===== src/rtl/comparator_result_tracker.sv =====
// comparator_result_tracker
// Samples the one-hot EQUAL/LESS/HIGHER result of a 4-bit comparator on each
// IN_VALID strobe, keeps saturating per-result counts, tracks the run length
// of identical consecutive results and latches a sticky illegal-code flag.
// All outputs come straight from registers.
module comparator_result_tracker #(
    parameter int CNT_WIDTH  = 8,
    parameter int STREAK_LEN = 4
) (
    input  logic                 CLK,
    input  logic                 RST,
    input  logic                 IN_VALID,
    input  logic                 EQUAL,
    input  logic                 LESS,
    input  logic                 HIGHER,
    input  logic                 CLEAR,
    output logic [CNT_WIDTH-1:0] EQ_COUNT,
    output logic [CNT_WIDTH-1:0] LT_COUNT,
    output logic [CNT_WIDTH-1:0] GT_COUNT,
    output logic [1:0]           LAST_RESULT,
    output logic [CNT_WIDTH-1:0] STREAK,
    output logic                 STREAK_HIT,
    output logic                 CODE_ERROR
);

    typedef enum logic [2:0] {
        IDLE   = 3'd0,
        RUN_EQ = 3'd1,
        RUN_LT = 3'd2,
        RUN_GT = 3'd3,
        FAULT  = 3'd4
    } state_t;

    localparam logic [CNT_WIDTH-1:0] CNT_MAX  = {CNT_WIDTH{1'b1}};
    localparam logic [CNT_WIDTH-1:0] HIT_AT   = CNT_WIDTH'(STREAK_LEN);
    localparam logic [CNT_WIDTH-1:0] ONE      = CNT_WIDTH'(1);

    // Index 0 = EQ, 1 = LT, 2 = GT throughout.
    state_t               state_reg;
    logic [CNT_WIDTH-1:0] cnt_reg [3];
    logic [CNT_WIDTH-1:0] cnt_next [3];
    logic [CNT_WIDTH-1:0] streak_reg;
    logic [CNT_WIDTH-1:0] streak_next;
    logic [1:0]           last_reg;
    logic                 hit_reg;
    logic                 hit_next;
    logic                 error_reg;

    logic [2:0]           sel;
    logic                 legal;
    logic                 same_run;
    logic [1:0]           code;
    state_t               run_state;

    assign sel = {HIGHER, LESS, EQUAL};

    // Per-result saturating increment; only the selected counter advances.
    generate
        for (genvar gi = 0; gi < 3; gi++) begin : g_cnt
            always_comb begin
                cnt_next[gi] = cnt_reg[gi];
                if (sel[gi] && (cnt_reg[gi] != CNT_MAX)) begin
                    cnt_next[gi] = cnt_reg[gi] + ONE;
                end
            end
        end
    endgenerate

    // Decode the sampled code and work out the run-length update.
    always_comb begin
        legal     = (sel == 3'b001) || (sel == 3'b010) || (sel == 3'b100);
        code      = 2'b00;
        run_state = IDLE;
        if (EQUAL) begin
            code      = 2'b01;
            run_state = RUN_EQ;
        end else if (LESS) begin
            code      = 2'b10;
            run_state = RUN_LT;
        end else if (HIGHER) begin
            code      = 2'b11;
            run_state = RUN_GT;
        end
        same_run = (state_reg == run_state) && (run_state != IDLE);
        if (same_run) begin
            streak_next = (streak_reg == CNT_MAX) ? streak_reg : streak_reg + ONE;
        end else begin
            streak_next = ONE;
        end
        // Fire only on the transition into STREAK_LEN, never while holding there.
        hit_next = (streak_next == HIT_AT) && (streak_reg != HIT_AT);
    end

    // Result-tracking FSM with counters, streak and flags as registered outputs.
    always_ff @(posedge CLK) begin
        if (RST || CLEAR) begin
            state_reg  <= IDLE;
            streak_reg <= '0;
            last_reg   <= 2'b00;
            hit_reg    <= 1'b0;
            error_reg  <= 1'b0;
            for (int i = 0; i < 3; i++) begin
                cnt_reg[i] <= '0;
            end
        end else begin
            hit_reg <= 1'b0;
            if (IN_VALID && (state_reg != FAULT)) begin
                if (!legal) begin
                    state_reg  <= FAULT;
                    error_reg  <= 1'b1;
                    streak_reg <= '0;
                    last_reg   <= 2'b00;
                end else begin
                    state_reg  <= run_state;
                    streak_reg <= streak_next;
                    last_reg   <= code;
                    hit_reg    <= hit_next;
                    for (int i = 0; i < 3; i++) begin
                        cnt_reg[i] <= cnt_next[i];
                    end
                end
            end
        end
    end

    assign EQ_COUNT    = cnt_reg[0];
    assign LT_COUNT    = cnt_reg[1];
    assign GT_COUNT    = cnt_reg[2];
    assign LAST_RESULT = last_reg;
    assign STREAK      = streak_reg;
    assign STREAK_HIT  = hit_reg;
    assign CODE_ERROR  = error_reg;

endmodule


===== config.mk =====
export PLATFORM = sky130hd
export DESIGN_NAME = comparator_result_tracker
export DESIGN_NICKNAME = d
export VERILOG_FILES = /design/src/rtl/comparator_result_tracker.sv
export SDC_FILE = /design/constraint.sdc
export NUM_CORES = 1
export LEC_CHECK = 0
export CAP_MARGIN = 30
export CORE_UTILIZATION = 51
export CTS_CLUSTER_SIZE = 12
export DETAILED_ROUTE_END_ITERATION = 8
export MAX_ROUTING_LAYER = met4
export PLACE_DENSITY = 0.8
export SYNTH_ARGS = -nofsm -noshare
export SYNTH_HDL_FRONTEND = slang
export SYNTH_SLANG_ARGS = --single-unit
export TNS_END_PERCENT = 100

===== constraint.sdc =====
create_clock -name CLK -period 2.3 [get_ports CLK]
set_clock_uncertainty 0.2 [all_clocks]
set_input_delay 0.345 -clock CLK [delete_from_list [all_inputs] [get_ports CLK]]
set_output_delay 0.345 -clock CLK [all_outputs]
set_load 0.01 [all_outputs]

==> impl_metrics.tcl <==
set metrics [dict create \
    largest_reg_flops 24 \
    die_w_um 65.7 \
    yosys.area_share.adder 0.0303 \
    drc 0 \
    endpoint_kind "flop" \
    finalSetupViolCount 0 \
    cp_slowest_cell "clkdlybuf4s50_1" \
    postRouteAntennaNets 0 \
    nNetsFinal 280 \
    post-route-util 0.729 \
    status "completed" \
    power-per-cell-area_nw_per_um2 503 \
    cp_top_family "simple AND/OR/NAND/NOR gates" \
    critical_path_buf_inv_count 1 \
    synth_flop_cell "edfxtp_1" \
    use_met1 0.331 \
    drive_above_1_share 0.108 \
    cts_tree "built" \
    antennaDiodeCount 0 \
    seq_area_um2 981 \
    cp_data_required_time_ns 2.31 \
    grt_pass1_wl_mm 7.71 \
    clock_tree.buffer_depth 2 \
    start_util 0.548 \
    coreArea_um2 3770 \
    dr.pass1.iters 4 \
    setup_slack_ns 0.224 \
    synthArstFlopShare 0 \
    pwr-share-clk 0.314 \
    vias_per_cell 5.61 \
    final-hold-violation-count 0 \
    grt_pass1_vias 1646 \
    post-cts-setup-buffer-count 0 \
    synth_cells 209 \
    drt-initial-drc-count 86 \
    place_ws_ns -0.0699 \
    combPwrFrac 0.130 \
    final_cell_count_no_fill 317 \
    hold_buffers 0 \
    slew_viol_final 0 \
    p_leak_nw 0.989 \
    whs_ns 0.290 \
    dp.cells 309 \
    grt_max_degree 15 \
    grtUsageMet2 0.362 \
    cts_resized 0 \
    grt_use_met3 0.0573 \
    htree_levels 2 \
    clock-sinks 37 \
    antenna_found_initial 0 \
    swShare 0.244 \
    critPathKind "in -> reg" \
    n_fill_cell 283 \
    multi_input_area_um2 1030 \
    syn2layout_area_growth_pct 33.1 \
    rsz0062_at_grt "no" \
    synth_top_family_by_area "simple AND/OR/NAND/NOR gates" \
    setup_tns_ns 0 \
    synth_compound_area_frac 0.101 \
    yosysWarnings 0 \
    maxCapViolations 0 \
    fmaxAchievable_ghz 0.482 \
    cts_buffers 5 \
    synth.distinct_cells 40 \
    place_congestion 0.850 \
    clk_pin_slew_ns 0.07 \
    io_pins 43 \
    num_rows 22 \
    cp-start-kind "primary input" \
    avgRoutedWirePerCell_um 14.8 \
    top_usage_layer "met2" \
    syn_avg_cell_area_um2 9.89 \
    crit_fanout 7 \
    crit_chain "clkdlybuf4s50_1, and4bb_1, a211oi_4, nor4_4, nor3b_1, nor4b_2" \
    syn_nets 221 \
    synthSimpleGateAreaFrac 0.274 \
    worst_slew_pin_slew_ns 0.455 \
    synth_xor_xnor_area_share 0.0890 \
    grt_overflow_total 0 \
    die_area_um2 4310 \
    grt_usage 0.244 \
    slowest_delay_ns 0.48 \
    routed_wl_mm 4.68 \
    ys_seq_area_frac 0.475 \
    io_buffers 42 \
    vdd_drop_max_uv 332 \
    critPathArrivalTime_ns 2.09 \
    post-route-min-period_ns 2.08 \
    root_buffer "clkbuf_8" \
    p_seq_frac 0.556 \
    synthMuxAreaShare 0.00484 \
    internal_power_mw 1.05 \
    netlist_area_um2 2070 \
    die_h_um 65.7 \
    slew_headroom 0.695 \
    synth_edf_count 24 \
    clk_latency_ns 0.29 \
    synth-seq-cells 37 \
    vias 1777 \
    dp_hpwl_mm 3.43 \
    switchingPower_mw 0.337 \
    hp-class "reg -> reg" \
    min_period_over_period 0.903 \
]
## power groups by stage
| stage | clock, mW | sequential (mW) | combinational (mW) |
|---|---|---|---|
| after global placement | 0 | 0.782 | 0.176 |
| after CTS | 0.433 | 0.768 | 0.182 |
| final | 0.434 | 0.769 | 0.180 |
| after detailed placement | 0 | 0.783 | 0.181 |
| after global routing | 0.462 | 0.773 | 0.195 |
| after floorplan | 0 | 0.790 | 0.0593 |
## Yosys cell counts, types with 2 or more instances
library cell | count | area [um2]
nor2_1 | 32 | 120
edfxtp_1 | 24 | 721
nand3_1 | 18 | 90.1
xor2_1 | 17 | 149
nand2_1 | 14 | 52.6
dfxtp_1 | 13 | 260
a21oi_1 | 11 | 55.1
and2_1 | 7 | 43.8
nand4_1 | 7 | 43.8
a31oi_1 | 6 | 37.5
and3_1 | 5 | 31.3
ha_1 | 5 | 62.6
nor3_1 | 5 | 25.0
buf_4 | 4 | 30.0
o21ai_0 | 4 | 20.0
xnor2_1 | 4 | 35.0
inv_1 | 3 | 11.3
a22o_1 | 2 | 17.5
and4bb_1 | 2 | 25.0
clkbuf_1 | 2 | 7.51
nor2b_1 | 2 | 12.5
nor3b_1 | 2 | 15.0
nor4b_2 | 2 | 30.0
o31ai_1 | 2 | 15.0
## path summary, 6_finish.rpt
check,startpoint,end,slack [ns],depth (start not counted)
setup / recovery,LESS,STREAK_HIT,0.22,6
hold / removal,CODE_ERROR,CODE_ERROR,0.29,2
setup reg to reg,STREAK[0],STREAK[6],0.26,6
hold reg to reg,CODE_ERROR,CODE_ERROR,0.29,2
## layer usage
layer	wire length, um	part of all wire
met1	2110	0.45
met2	2260	0.48
met3	263	0.056
met4	46	0.0098
met5	0	0
## cell type report
| cell class | count | area share |
|---|---|---|
| inverters | 3 | 0.00409 |
| flip-flops and latches | 37 | 0.357 |
| well taps | 48 | 0.0218 |
| repair buffers | 59 | 0.213 |
| clock buffers | 7 | 0.0278 |
| clock inverters | 1 | 0.00136 |
| multi-input cells | 162 | 0.375 |
## per-stage QoR
stage / total power, mW / instance area (um2)
floorplan: 0.849 / 2070
global route: 1.43 / 2750
CTS: 1.38 / 2750
detailed placement: 0.964 / 2670
finish: 1.38 / 2750
global placement: 0.958 / 2670
## layout by cell type, fill, tap and decap left out, types with 2 or more instances in the layout
cell,netlist,layout
and4bb_1,2,2
inv_1,3,3
o31ai_1,2,2
nor3b_1,2,2
a22o_1,2,2
clkbuf_8,0,5
nand4_1,7,7
xnor2_1,4,4
xor2_1,17,17
ha_1,5,5
dfxtp_1,13,13
nor4b_2,2,2
clkdlybuf4s50_1,0,42
nor3_1,5,5
buf_12,0,3
nor2b_1,2,2
nand3_1,18,18
clkbuf_1,2,2
and2_1,7,7
edfxtp_1,24,24
and3_1,5,5
a21oi_1,11,11
a31oi_1,6,6
nand2_1,14,14
nor2_1,32,32
o21ai_0,4,4
buf_4,4,14
## logic make-up (layout without fill, tap and decap cells)
logic type,after synthesis,count (layout)
mux,1,1
xor+xnor,21,21
compound gates,31,31
simple gates,104,104
flops,37,37
buf+inv,10,70
fa+ha+maj,5,5
## worst min-delay path, stage by stage, from the launching register on
cell and delay (ns):
dfxtp_1 0.33, a31oi_1 0.04, nor2_1 0.08
Note: power is estimated with default switching activity, not from simulation.
